## config.mk

```make
export PLATFORM = sky130hd
export DESIGN_NAME = uart_tx_sched_flat
export DESIGN_NICKNAME = d
export VERILOG_FILES = /design/src/rtl/uart_tx_sched_pkg.sv /design/src/rtl/uart_tx_sched_if.sv /design/src/rtl/uart_tx_sched_rr_arb2.sv /design/src/rtl/uart_tx_sched.sv /design/src/flat_wrapper.sv
export SDC_FILE = /design/constraint.sdc
export NUM_CORES = 1
export LEC_CHECK = 0
export CAP_MARGIN = 20
export CORE_ASPECT_RATIO = 0.6
export CORE_UTILIZATION = 42
export CTS_CLUSTER_DIAMETER = 60
export DETAILED_ROUTE_END_ITERATION = 8
export GPL_ROUTABILITY_DRIVEN = 1
export PLACE_DENSITY = 0.86
export SLEW_MARGIN = 5
export SYNTH_ARGS = -nofsm -noshare
export SYNTH_HDL_FRONTEND = slang
export SYNTH_SLANG_ARGS = --single-unit
```

## constraint.sdc

```tcl
create_clock -name clk -period 2 [get_ports clk]
set_input_delay 0.4 -clock clk [delete_from_list [all_inputs] [get_ports clk]]
set_output_delay 0.4 -clock clk [all_outputs]
set_load 0.02 [all_outputs]
```

## src/rtl/uart_tx_sched_pkg.sv

```systemverilog
// Shared types and widths for the UART byte scheduler.
package uart_sched_pkg;

    localparam int unsigned MSG_W  = 32;
    localparam int unsigned LEN_W  = 2;
    localparam int unsigned BYTE_W = 8;

    typedef enum logic [1:0] {
        S_IDLE,
        S_START,
        S_ACK,
        S_DRAIN
    } sched_state_t;

    function automatic logic [BYTE_W-1:0] byte_at(
        input logic [MSG_W-1:0] msg,
        input logic [LEN_W-1:0] k
    );
        return msg[{k, 3'b000} +: BYTE_W];
    endfunction

endpackage

```

## src/rtl/uart_tx_sched_if.sv

```systemverilog
// Requester handshakes plus the serializer-facing signals of uart_tx_sched.
interface uart_tx_sched_if;
    import uart_sched_pkg::*;

    logic              req0_valid;
    logic              req0_ready;
    logic [MSG_W-1:0]  req0_data;
    logic [LEN_W-1:0]  req0_len;

    logic              req1_valid;
    logic              req1_ready;
    logic [MSG_W-1:0]  req1_data;
    logic [LEN_W-1:0]  req1_len;

    logic [BYTE_W-1:0] tx_sdata;
    logic              tx_start;
    logic              tx_busy;
    logic              sched_busy;
    logic              grant_id;

    modport slave (
        input  req0_valid, req0_data, req0_len,
        input  req1_valid, req1_data, req1_len,
        input  tx_busy,
        output req0_ready, req1_ready,
        output tx_sdata, tx_start, sched_busy, grant_id
    );

    modport master (
        output req0_valid, req0_data, req0_len,
        output req1_valid, req1_data, req1_len,
        output tx_busy,
        input  req0_ready, req1_ready,
        input  tx_sdata, tx_start, sched_busy, grant_id
    );

endinterface

```

## src/rtl/uart_tx_sched_rr_arb2.sv

```systemverilog
// Two-input round-robin arbiter; the last-grant register moves only on update.
module rr_arb2 #(
    parameter bit RESET_LAST = 1'b1
) (
    input  logic       clk,
    input  logic       rst,
    input  logic [1:0] req,
    input  logic       update,
    output logic       grant_valid,
    output logic       grant
);

    logic last_grant;

    always_ff @(posedge clk) begin
        if (rst) begin
            last_grant <= RESET_LAST;
        end else if (update && grant_valid) begin
            last_grant <= grant;
        end
    end

    // Contention favours whichever requester did not win last time.
    always_comb begin
        grant_valid = |req;
        grant       = (&req) ? ~last_grant : req[1];
    end

endmodule

```

## src/rtl/uart_tx_sched.sv

```systemverilog
// Grants whole 1-4 byte messages round-robin and feeds them byte-by-byte
// through the uart_tx start/busy handshake.
module uart_tx_sched
    import uart_sched_pkg::*;
#(
    parameter bit LSB_FIRST     = 1'b1,
    parameter bit RR_RESET_LAST = 1'b1
) (
    input logic            clk,
    input logic            rst,
    uart_tx_sched_if.slave bus
);

    sched_state_t     state;
    sched_state_t     state_nx;

    logic [MSG_W-1:0] buf_q;
    logic [LEN_W-1:0] rem_q;
    logic [LEN_W-1:0] idx_q;
    logic             grant_q;

    logic             win_valid;
    logic             win;
    logic             accept;
    logic             byte_done;
    logic [MSG_W-1:0] sel_data;
    logic [LEN_W-1:0] sel_len;

    rr_arb2 #(
        .RESET_LAST(RR_RESET_LAST)
    ) u_arb (
        .clk        (clk),
        .rst        (rst),
        .req        ({bus.req1_valid, bus.req0_valid}),
        .update     (accept),
        .grant_valid(win_valid),
        .grant      (win)
    );

    always_comb begin
        accept    = (state == S_IDLE) && win_valid && !rst;
        byte_done = (state == S_DRAIN) && !bus.tx_busy;
        sel_data  = win ? bus.req1_data : bus.req0_data;
        sel_len   = win ? bus.req1_len  : bus.req0_len;
    end

    always_ff @(posedge clk) begin
        if (rst) begin
            state <= S_IDLE;
        end else begin
            state <= state_nx;
        end
    end

    always_comb begin
        state_nx = state;
        case (state)
            S_IDLE:  if (accept)       state_nx = S_START;
            S_START: if (!bus.tx_busy) state_nx = S_ACK;
            S_ACK:   if (bus.tx_busy)  state_nx = S_DRAIN;
            S_DRAIN: if (!bus.tx_busy) state_nx = (rem_q != '0) ? S_START : S_IDLE;
            default:                   state_nx = S_IDLE;
        endcase
    end

    // rem_q counts bytes still to send; idx_q walks the byte lanes in send order.
    always_ff @(posedge clk) begin
        if (rst) begin
            buf_q   <= '0;
            rem_q   <= '0;
            idx_q   <= '0;
            grant_q <= 1'b0;
        end else if (accept) begin
            buf_q   <= sel_data;
            rem_q   <= sel_len;
            idx_q   <= LSB_FIRST ? '0 : sel_len;
            grant_q <= win;
        end else if (byte_done && (rem_q != '0)) begin
            rem_q <= rem_q - 1'b1;
            idx_q <= LSB_FIRST ? idx_q + 1'b1 : idx_q - 1'b1;
        end
    end

    always_comb begin
        bus.req0_ready = accept && !win;
        bus.req1_ready = accept && win;
        bus.tx_start   = 1'b0;
        bus.tx_sdata   = '0;
        bus.sched_busy = (state != S_IDLE);
        bus.grant_id   = grant_q;
        if ((state == S_START) && !bus.tx_busy) begin
            bus.tx_start = 1'b1;
            bus.tx_sdata = byte_at(buf_q, idx_q);
        end
    end

endmodule

```

## src/flat_wrapper.sv

```systemverilog
// flat-port wrapper written by rule: the top's interface ports become plain ports
module uart_tx_sched_flat import uart_sched_pkg::*;
#(
    parameter bit LSB_FIRST     = 1'b1,
    parameter bit RR_RESET_LAST = 1'b1
)
  (clk, rst, bus_req0_valid, bus_req0_data, bus_req0_len, bus_req1_valid, bus_req1_data, bus_req1_len, bus_tx_busy, bus_req0_ready, bus_req1_ready, bus_tx_sdata, bus_tx_start, bus_sched_busy, bus_grant_id);
  uart_tx_sched_if bus_i ();
  input logic clk;
  input logic rst;
  input wire logic [$bits(bus_i.req0_valid)-1:0] bus_req0_valid;
  input wire logic [$bits(bus_i.req0_data)-1:0] bus_req0_data;
  input wire logic [$bits(bus_i.req0_len)-1:0] bus_req0_len;
  input wire logic [$bits(bus_i.req1_valid)-1:0] bus_req1_valid;
  input wire logic [$bits(bus_i.req1_data)-1:0] bus_req1_data;
  input wire logic [$bits(bus_i.req1_len)-1:0] bus_req1_len;
  input wire logic [$bits(bus_i.tx_busy)-1:0] bus_tx_busy;
  output wire logic [$bits(bus_i.req0_ready)-1:0] bus_req0_ready;
  output wire logic [$bits(bus_i.req1_ready)-1:0] bus_req1_ready;
  output wire logic [$bits(bus_i.tx_sdata)-1:0] bus_tx_sdata;
  output wire logic [$bits(bus_i.tx_start)-1:0] bus_tx_start;
  output wire logic [$bits(bus_i.sched_busy)-1:0] bus_sched_busy;
  output wire logic [$bits(bus_i.grant_id)-1:0] bus_grant_id;
  assign bus_i.req0_valid = bus_req0_valid;
  assign bus_i.req0_data = bus_req0_data;
  assign bus_i.req0_len = bus_req0_len;
  assign bus_i.req1_valid = bus_req1_valid;
  assign bus_i.req1_data = bus_req1_data;
  assign bus_i.req1_len = bus_req1_len;
  assign bus_i.tx_busy = bus_tx_busy;
  assign bus_req0_ready = bus_i.req0_ready;
  assign bus_req1_ready = bus_i.req1_ready;
  assign bus_tx_sdata = bus_i.tx_sdata;
  assign bus_tx_start = bus_i.tx_start;
  assign bus_sched_busy = bus_i.sched_busy;
  assign bus_grant_id = bus_i.grant_id;
  uart_tx_sched #(.LSB_FIRST(LSB_FIRST), .RR_RESET_LAST(RR_RESET_LAST)) u_core (.clk(clk), .rst(rst), .bus(bus_i));
endmodule
```

* Yosys cells after proc, flatten, opt, wreduce, memory -nomap -nowiden *
Cells that the tools add are included.

word-level totals
  logic and storage cells = 49
  input port bits = 73
  bits in registers = 40

cells by class
  shift-type cells = 1
  bitwise gates (word level) = 1
  add/subtract/negate cells = 2
  muxes and demuxes = 13
  equality and inequality tests = 7
  reduce and logical (&&, ||, !) cells = 19

operators with widths
  operator             count
  $mux 32              1
  $shiftx 32x6->8      1
  $mux 2               7
  $logic_and 1x1->1    8
  $mux 8               1
  $pmux 2 s4           1
  $ne 2x2->1 const B   3
  $reduce_bool 2->1    3
  $eq 2x2->1 const B   2
  $reduce_and 4->1     1
  $reduce_or 2->1      2
  $logic_not 1->1      3
  $mux 1               3
  $add 2x1->2 const B  1
  $eq 2x1->1 const B   1
  $logic_not 2->1      1
  $ne 2x1->1 const B   1
  $reduce_and 2->1     1
  $sub 2x1->2 const B  1
  $not 1->1            1

* Depth between registers and ports, before layout *
Gate-level depths: netlist of run 1.

  depth in word-level cells = 5
  depth in mapped cells = 8
  mapped depth without buffers = 6

* By module *
From an unflattened synthesis of run 1, not the netlist that was laid out.

second synthesis, totals
  cell total of the unflattened synthesis = 224
  area total of the unflattened synthesis = 2192.1 µm²

by module, submodules not included
  module         cells an instance  times used  area each (µm²)
  uart_tx_sched  218                1           2135.8
  rr_arb2        6                  1           56.3

* Worst setup path after synthesis of run 1 *
No wires, ideal clock.

  path type = register to register
  from = register u_core.state[1]
  to = register u_core.buf_q[1]
  setup slack = 275 ps
  required time = 1872 ps
  path buffers = 2
  data arrival time = 1597 ps
  stages on the path, launching flop included = 9
  clock period less this slack = 1725 ps
  cell sequence = dfxtp_1 -> inv_1 -> ha_1 -> nor2b_4 -> and3_4 -> buf_6 -> buf_6 -> a222oi_1 -> nor2_1

between the ends
  longest elaborated chain between the ends = 3

ends and longest elaborated chain
  element                         line                 source
  start, declared                 uart_tx_sched.sv:14  sched_state_t state;
  start signal, assigned          uart_tx_sched.sv:51  state <= state_nx;
  $logic_not 2->1                 uart_tx_sched.sv:41  accept = (state == S_IDLE) && win_valid && !rst;
  $logic_and 1x1->1 (2 in a row)  uart_tx_sched.sv:41
  end signal, assigned            uart_tx_sched.sv:74  buf_q <= sel_data;
  end, declared                   uart_tx_sched.sv:17  logic [MSG_W-1:0] buf_q;

No other way between the ends.
A chain may end at the register's enable or synchronous reset.

* Worst setup path in the final report of run 1 *
  from = register u_core.idx_q[1]
  to = output port bus_tx_sdata[1]

between the ends
  longest elaborated chain between the ends = 2

ends and longest elaborated chain
  element                 line                     source
  start, declared         uart_tx_sched.sv:19      logic [LEN_W-1:0] idx_q;
  start signal, assigned  uart_tx_sched.sv:76      idx_q <= LSB_FIRST ? '0 : sel_len;
  start signal, assigned  uart_tx_sched.sv:80      idx_q <= LSB_FIRST ? idx_q + 1'b1 : idx_q - 1'b1;
  $shiftx 32x6->8         uart_tx_sched_pkg.sv:19  return msg[{k, 3'b000} +: BYTE_W];
  $mux 8                  uart_tx_sched.sv:91      if ((state == S_START) && !bus.tx_busy) begin
  end, declared           flat_wrapper.sv:20       output wire logic [$bits(bus_i.tx_sdata)-1:0] bus_tx_sdata;

No other way between the ends.

==> impl.org, run 1 <==
** Logic synthesis
- For this run, the leading register cell type out of synthesis is sky130_fd_sc_hd__dfxtp_1.
- Syn Std Cell Area :: 1936 µm²
- The synthesized design contains 40 register bits.
- Share of synthesized area occupied by flip-flops and latches :: 0.4137
- The cell count after synthesis came out at 190.
- EDFF count, synth :: 0
- Post-synthesis async set-or-reset flop share :: 0
- For this run, the number of Yosys warnings is 0.
- Yosys mapped the design onto 30 distinct sky130hd cell types.
- Syn_area_per_cell :: 10.19 µm²
- The number of nets in the synthesized netlist is 269.

** Layout
- Compared with the post-synthesis result, the final layout area differs by 55.98%.
- After filler insertion, the fill cell instance count of the layout stands at 320.
- At the end of the flow, the number of nets in the layout was 363.
- The number of antenna diodes in the final layout is 0.
- Of the cells placed in the final design, the portion with a size suffix greater than 1 is 0.2035.
- Commonest cells after routing, fill and taps aside :: sky130_fd_sc_hd__clkdlybuf4s50_1, sky130_fd_sc_hd__nor2_1, sky130_fd_sc_hd__dfxtp_1, sky130_fd_sc_hd__a222oi_1, sky130_fd_sc_hd__buf_4
- Most common library cell in the layout ignoring fill and taps :: sky130_fd_sc_hd__clkdlybuf4s50_1

** Worst setup path
- The critical path ends at bus_tx_sdata[1].
- Worst path arrival time :: 1570 ps
- Maximum net fanout on the critical path :: 6
- For the worst flop-to-flop path, the logic depth is 7.
- The setup check on the worst reg-to-reg path leaves a slack of 200 ps.
- The startpoint identified for the worst register-to-register timing path is u_core.state[0]$_SDFFE_PP0P_.
- For the worst setup path, the data required time is 1600 ps.
- Beginning of the critical path :: u_core.idx_q[1]$_SDFFE_PP0P_
- The critical path is of the reg -> out type.
- The worst register-to-register path ends at u_core.rem_q[1]$_SDFFE_PP0P_.
- Kind of capture point of the worst setup path :: primary output
- STA classifies the critical path startpoint as a flip-flop.

** Place
- Prior to clock tree synthesis, the placed netlist has a worst setup slack of -304.2 ps.
- Number of buffer cells added on primary ports :: 85
- Routability congestion estimate :: 0.7947
- DP Wirelength :: 4.220 mm

** Timing
- Worst hold-check slack :: 464.7 ps
- Setup violations remaining at the end of the flow were counted as 0.
- The max-slew violation count is 0.
- For the pin with the worst max-slew slack, the measured transition is 400.7 ps.
- Measured against its own limit, the worst slew margin works out to 0.7328.
- Fin worst setup slack :: 34.06 ps
- Tcrit/Tclk final :: 0.9830
- The routed design could run at a clock period as short as 1966 ps.
- Clock Skews :: 3.376 ps
- Setup repair after global routing could not meet its margin everywhere.
- For this run, the top clock speed supported by timing is 508.7 MHz.
- The number of failing hold endpoints at the final stage came to 0.

** Flow run
- Max-cap violations in this run came to 0.

** Route
- Number of DRC markers in iteration 0 :: 259
- In the final routed layout, each cell accounts on average for 17.34 µm.
- Remaining antenna violation count :: 0
- Using the TritonRoute via totals, the vias-per-cell ratio works out to 5.672.
- Number of design rule violations left after detail routing :: 0
- Total wire length after detailed routing :: 5.984 mm
- Detailed Routing Iterations Pass 1 :: 8
- Total via count in the routed design :: 1957

** GRT
- The via count of the first global-routing pass was 1730.
- All-layer global routing usage :: 0.2518
- Wire length of the first global-routing pass :: 8.604 mm
- After global routing the overflow that remains totals 0.
- Antenna violations before repair :: 0
- Entering global routing, the biggest net connects 39 pins.

** Pwr
- The share of total power dissipated in sequential elements is 0.387.
- PD cells :: 879.9 nW/µm²
- Clock network fraction of total power :: 0.209
- Standby leakage power :: 0.001165 µW
- IR analysis of the VDD net gives a maximum drop of 0.5094 mV.
- Switch Pwr :: 898.8 µW
- Power Internal :: 1758 µW
- The share of total power dissipated in combinational logic is 0.404.
- Of the total power, the share spent switching nets is 0.3383.

** Floorplan
- In this run the standard cell core region covers 4257 µm².
- The die covers 4893 µm².
- The initialized floorplan defines 18 standard-cell rows.
- From left edge to right edge, the die measures 89.64 µm.
- Initial Util :: 0.4547
- The die is 54.59 µm tall.
- IO Count :: 86

** CTS
- Maximum clock path buffer count :: 2
- Number of clock sinks :: 40
- CTS tree :: built
- Number of buffers created by CTS :: 5
- In this run, post-CTS hold repair placed 0 buffers.
- Maximum level of the CTS H-tree :: 2
- Clock-pin slew reported for the worst setup and hold paths after clock tree synthesis :: 80 ps
- Worst skew pair latency :: 290 ps
- Clock tree synthesis selected as its root buffer the cell sky130_fd_sc_hd__clkbuf_8.

** Hold path
- Kind of path behind the tightest hold check :: reg -> reg
- Hold path start :: u_core.bus.grant_id$_SDFFE_PP0N_

** Outcome
- The flow ran to the end, and the final reports show no timing, DRC or antenna violations.
cell families after synthesis:
group                      Yosys count  synth area share
xor gates and xnor gates             2          0.009051
DFF                                 40            0.4137
adders and majority gates            6           0.03878
and+or+nand+nor                     66            0.1603
buffers and inverters               24           0.07110
AOI/OAI and AO/OA                   43            0.2088
muxes                                9           0.09825
sequential cells by signal, summed over array words and instances, names as in the netlist:
| name | flops |
|---|---|
| u_core.bus.grant_id | 1 |
| u_core.buf_q | 32 |
| u_core.rem_q | 2 |
| u_core.u_arb.last_grant | 1 |
| u_core.idx_q | 2 |
| u_core.state | 2 |
final cells by class:
cell class | count | area, µm² | area share
tap | 60 | 75.07 | 0.02487
sequential | 40 | 803.3 | 0.2661
inverter | 7 | 26.28 | 0.008703
clock buffer | 6 | 82.58 | 0.02735
multi-input combinational | 126 | 1035 | 0.3427
clock inverter | 2 | 10.01 | 0.003315
timing repair buffer | 104 | 987.2 | 0.3270
worst min path at each step:
stage                                                end  slack (ps)  cells past startpoint
global route            u_core.bus.grant_id$_SDFFE_PP0N_         510                      2
detailed placement      u_core.bus.grant_id$_SDFFE_PP0N_         460                      2
finish                  u_core.bus.grant_id$_SDFFE_PP0N_         460                      2
floorplan           u_core.u_arb.last_grant$_SDFFE_PP1P_         450                      2
global placement        u_core.bus.grant_id$_SDFFE_PP0N_         450                      2
CTS                     u_core.bus.grant_id$_SDFFE_PP0N_         470                      2
Yosys cell counts (2+ instances only):
cell	count	area [µm²]
sky130_fd_sc_hd__dfxtp_1	40	800.8
sky130_fd_sc_hd__nor2_1	39	146.4
sky130_fd_sc_hd__a222oi_1	32	320.3
sky130_fd_sc_hd__nor2b_1	9	56.30
sky130_fd_sc_hd__mux4_2	8	180.2
sky130_fd_sc_hd__inv_1	7	26.28
sky130_fd_sc_hd__nand2_1	7	26.28
sky130_fd_sc_hd__ha_1	6	75.07
sky130_fd_sc_hd__buf_2	5	25.02
sky130_fd_sc_hd__buf_6	5	56.30
sky130_fd_sc_hd__clkbuf_1	5	18.77
sky130_fd_sc_hd__nand2b_1	5	31.28
sky130_fd_sc_hd__a21oi_1	3	15.01
sky130_fd_sc_hd__a221oi_1	2	17.52
sky130_fd_sc_hd__a22oi_1	2	15.01
per-layer routing:
metal	vias up	track usage	wire length, µm
li1	923	-	-
met1	914	0.3377	2604
met2	110	0.3977	2709
met3	10	0.07089	602
met4	0	0.07937	67
met5	-	0	0
power by group through the flow:
| stage | Sequential, µW | Combinational (µW) | Clock, µW |
|---|---|---|---|
| after CTS | 1020 | 1020 | 567 |
| final | 1030 | 1070 | 554 |
| after global placement | 1030 | 1010 | 0 |
| after floorplan | 1010 | 635 | 0 |
| after global routing | 1040 | 1160 | 609 |
| after detailed placement | 1040 | 1030 | 0 |
stage by stage:
step	util	cells	TNS (ps)	instance area, µm²	total power, µW
after floorplan	-	190	0	1936	1645
after global placement	0.6790	335	-2528	2890	2037
after detailed placement	0.6790	335	-3126	2890	2067
after CTS	0.6928	343	-4.440	2949	2603
after global routing	0.7093	345	-89.56	3019	2809
final	0.7093	345	0	3019	2656
worst max-delay path: stages (launching register included):
cell and delay, ps:
sky130_fd_sc_hd__dfxtp_2 360, sky130_fd_sc_hd__buf_12 130, sky130_fd_sc_hd__mux4_2 490, sky130_fd_sc_hd__nor2b_1 140
sky130_fd_sc_hd__buf_2 150
repair_timing:
item | in CTS | in global routing
gates resized for setup | 39 | 24
setup endpoints to repair | 12 | 16
gates cloned | 0 | 0
setup buffers | 0 | 2
Note: power is estimated with default switching activity, not from simulation.
==> run 2, diff against run 1 <==
ABC_AREA = 1   (was not set)
CORE_UTILIZATION = 47   (was 42)
PLACE_DENSITY = 0.87   (was 0.86)
==> impl.org, run 2 <==
** Logic synthesis
- Number of instances in the synthesized netlist :: 397 (+110%)
- The most used flip-flop cell after synthesis is sky130_fd_sc_hd__dfxtp_1.
- The number of synthesized register bits is 40 (unchanged).
- The number of flops mapped to enable cells by yosys is 0 (unchanged).
- Most frequent cell after synthesis :: sky130_fd_sc_hd__nand2_1
- Post-synth top area cell :: sky130_fd_sc_hd__dfxtp_1
- Syn_nets :: 476 (+77%)
- Share of synthesized area occupied by flip-flops and latches :: 0.2986 (-0.1151)
- The async set-reset flop share out of synthesis is 0 (unchanged).
- The number of distinct library cell variants in the gate-level netlist after synthesis is 27 (-10%).
- The post-synthesis average cell area is 6.754 µm² (-34%).
- Syn Std Cell Area :: 2681 µm² (+39%)
- Top cells by area in the synthesized netlist :: sky130_fd_sc_hd__dfxtp_1, sky130_fd_sc_hd__nand2_1, sky130_fd_sc_hd__a21oi_2
- Area share of the largest cell type after synthesis :: 0.2986 (-0.1151)
- Number of warnings printed during yosys synthesis :: 0 (unchanged)
- The commonest cells after synthesis are sky130_fd_sc_hd__nand2_1, sky130_fd_sc_hd__nand3_1, sky130_fd_sc_hd__dfxtp_1, sky130_fd_sc_hd__nor2_1, sky130_fd_sc_hd__nand2_2.

** GRT
- Grt peak-use layer :: met2
- Wire length of the first global-routing pass :: 11.85 mm (+38%)
- Via count of the first global-routing pass :: 2576 (+49%)
- GRT Residual Overflow :: 0 (unchanged)
- The met3 track utilization from global routing is 0.05991 (-0.01098).
- Fraction of met2 tracks used by global routing :: 0.4325 (+0.03481)
- Pin count of the biggest net entering global routing :: 38 (-2.6%)
- The global-route usage over all layers was 0.2549 (+0.003032).
- Antenna violations before repair :: 0 (unchanged)
- The met1 track demand over resource in global routing came to 0.3392 (+0.001511).

** Worst setup path
- The setup path with the least slack is of type reg -> out.
- The critical path data required time was 1600 ps (about the same).
- In this run the worst setup path begins at u_core.state[1]$_SDFFE_PP0P_.
- Crit-path most repeated cell :: sky130_fd_sc_hd__inv_1
- The worst setup path is captured at a primary output.
- The worst setup path is launched from a flip-flop.
- Slowest cell on the critical path :: sky130_fd_sc_hd__dfxtp_1
- Biggest cell delay along the critical path :: 320 ps (-170 ps)
- The critical path goes through inv_1 -> ha_1 -> inv_1 -> nor2_2 -> inv_2 -> a21oi_1 -> clkbuf_2.
- Worst R2R Start :: u_core.state[0]$_SDFFE_PP0P_
- The largest fanout on the critical path was 8 (+2).
- Worst path arrival time :: 1470 ps (-100 ps)

** Pwr
- The combinational group share of total power is 0.380 (-0.024).
- Clock network fraction of total power :: 0.226 (+0.017)
- The leakage power total came to 0.001588 µW (+36%).
- PD cells :: 668.1 nW/µm² (-24%)
- The highest ir drop seen on vdd is 0.3949 mV (-22%).
- The switching power came to 855.4 µW (-4.8%).
- The sequential power share is 0.393 (+0.006).
- The switching part of the total power is 0.3536 (+0.01526).
- Power Internal :: 1564 µW (-11%)

** Layout
- Number of inserted diodes :: 0 (unchanged)
- The fraction of final layout cells with drive strength greater than 1 came to 0.2268 (+0.02330).
- Number of flip-flops in the largest register :: 32 (unchanged)
- The area growth from synthesis to layout is 35.04%.
- Ranked by flip-flop count, first place goes to u_core.buf_q.
- The cell area after layout was 3621 µm² (+20%).
- Leaving out fill and tap cells, the most frequent cell in the layout is sky130_fd_sc_hd__nand2_1.
- Non-filler instance count after layout :: 562 (+63%)
- The top cell types in the final layout, fill and taps aside, are sky130_fd_sc_hd__nand2_1, sky130_fd_sc_hd__clkdlybuf4s50_1, sky130_fd_sc_hd__nand3_1, sky130_fd_sc_hd__dfxtp_1, sky130_fd_sc_hd__nor2_1.
- The net total in the final layout came to 563 (+55%).

** CTS
- Maximum level of the CTS H-tree :: 2 (unchanged)
- The clock slew at the register clock pins of the worst setup and hold paths was 70 ps (about the same).
- Buffer cell driving the clock tree root :: sky130_fd_sc_hd__clkbuf_8
- CTS tree :: built
- The number of clock sinks was 40 (unchanged).
- The maximum root-to-sink buffer count is 2 (unchanged).
- Number of buffers created by CTS :: 5 (unchanged)
- The insertion delay to the later sink of the worst-skew pair was 280 ps (about the same).

** Place
- The instance count after placement with tap cells included is 552 (+65%).
- Cell area after placement :: 3555 µm² (+23%)
- The count of buffers from port buffering is 85 (unchanged).
- The routability-driven placement congestion ratio is 0.8560 (+7.7%).
- DP Wirelength :: 5.302 mm (+26%)

** Floorplan
- Floorplan die width :: 99.51 µm (+11%)
- The total die area came to 6021 µm² (+23%).
- Std-Cell Core Area :: 5280 µm² (+24%)
- Std cell rows :: 20 (+2)
- The count of boundary I/O pins came to 86 (unchanged).
- The die height came to 60.51 µm (+11%).
- The effective utilization at floorplan was 0.5078 (+0.05309).

** Timing
- Tcrit/Tclk final :: 0.9357 (-0.04723)
- The final critical delay including setup and external delays is 1871 ps (-94.45 ps).
- Setup repair after global routing missed its margin :: false
- Final count of pins violating max slew :: 0 (unchanged)
- Final setup fails :: 0 (unchanged)
- The number of failing hold endpoints at the final stage was 0 (unchanged).
- The pin slew with the least headroom to its limit came to 546.9 ps (+146.2 ps).
- Top achievable clock speed :: 534.3 MHz (+5.0%)
- The worst clock skew is 4.015 ps (+0.6393 ps).
- The headroom to the max-slew limit came to 0.6354 (-0.09747).

** Route
- Detailed Routing Iterations Pass 1 :: 4 (-4)
- The DRC violation count after routing was 0 (unchanged).
- Vias per inst :: 5.107 (-10%)
- The number of DRC markers in iteration 0 is 160 (-38%).
- The total number of vias is 2870 (+47%).
- Total wire length after detailed routing :: 7.389 mm (+23%)
- Average wire per cell in the routed design :: 13.15 µm (-24%)
- The count of nets left with antenna violations after detail routing is 0 (unchanged).

** Hold path
- Kind of path behind the tightest hold check :: in -> reg
- The worst hold path begins at rst.

** Outcome
- Outcome :: finished, final reports clean

** Flow run
- Max Cap Violations :: 0 (unchanged)
## run 2: cell count changes after synthesis, moves of 8 or more
cell and delta:
sky130_fd_sc_hd__o21ai_0 +16, sky130_fd_sc_hd__inv_1 +13, sky130_fd_sc_hd__a21oi_2 +30, sky130_fd_sc_hd__nand2_2 +32, sky130_fd_sc_hd__a21oi_1 +9, sky130_fd_sc_hd__nor2b_1 -9, sky130_fd_sc_hd__nand2_1 +116, sky130_fd_sc_hd__nand3_1 +45
sky130_fd_sc_hd__a222oi_1 -32, sky130_fd_sc_hd__mux4_2 -8
## run 2: metrics by stage
stage / hold slack [ps] / utilization / power [µW] / TNS [ps] / setup slack (ps)
2_1_floorplan: 439.3 / - / 1606 / 0 / 122.9
3_3_place_gp: 456.4 / 0.6732 / 1858 / -3515 / -348.5
3_5_place_dp: 459.1 / 0.6732 / 1885 / -3577 / -357.4
4_1_cts: 455.8 / 0.6934 / 2416 / 0 / 6.374
5_1_grt: 461.6 / 0.6858 / 2564 / 0 / 7.819
6_report: 465.7 / 0.6858 / 2419 / 0 / 128.5
## run 2: final timing paths
check | slack [ps] | depth (start not counted) | endpoint
worst max-delay path | 130 | 7 | bus_tx_sdata[5]
worst min-delay path | 470 | 4 | u_core.bus.grant_id$_SDFFE_PP0N_
worst min register to register | 470 | 2 | u_core.buf_q[29]$_SDFFE_PP0N_
worst max register to register | 240 | 9 | u_core.rem_q[0]$_SDFFE_PP0P_
## run 2: repair_timing
action,in CTS,in global routing
hold buffers,0,0
endpoints found under the setup margin,12,10
gates resized for setup,29,14
buffers inserted,2,0
## run 2: logic make-up after synthesis
kind of cell | count (synthesis) | synth area share
AND/OR/NAND/NOR | 242 | 0.4022
AO/OA/AOI/OAI | 60 | 0.1549
buffers and inverters | 49 | 0.1162
flip-flops | 40 | 0.2986
adder cells (fa/ha/maj) | 6 | 0.02800
## run 2: final cells by class
class | instances | area (µm²)
well taps | 77 | 96.34
flip-flops and latches | 40 | 802.0
fillers | 455 | 1659
clock buffers | 8 | 90.09
multi-input cells | 308 | 1572
repair buffers | 105 | 960.9
inverters | 24 | 100.1
## run 2: power groups by stage
stage | registers (µW) | logic [µW] | clock network (µW)
2_1_floorplan | 955 | 651 | 0
3_3_place_gp | 962 | 897 | 0
3_5_place_dp | 965 | 921 | 0
4_1_cts | 949 | 918 | 549
5_1_grt | 959 | 1010 | 592
6_report | 951 | 920 | 548
## run 2: routing by layer
layer / part of all wire / vias to the layer above
met5: 0 / -
met1: 0.46 / 1299
met2: 0.43 / 130
met3: 0.099 / 9
li1: - / 1432
met4: 0.0088 / 0
## run 2: critical path: cells and delay by family (launching register included)
family          cells  cell delay, ps
compound gates      1             150
buf+inv             4             440
fa+ha+maj           1             140
flops               1             320
simple gates        1             130
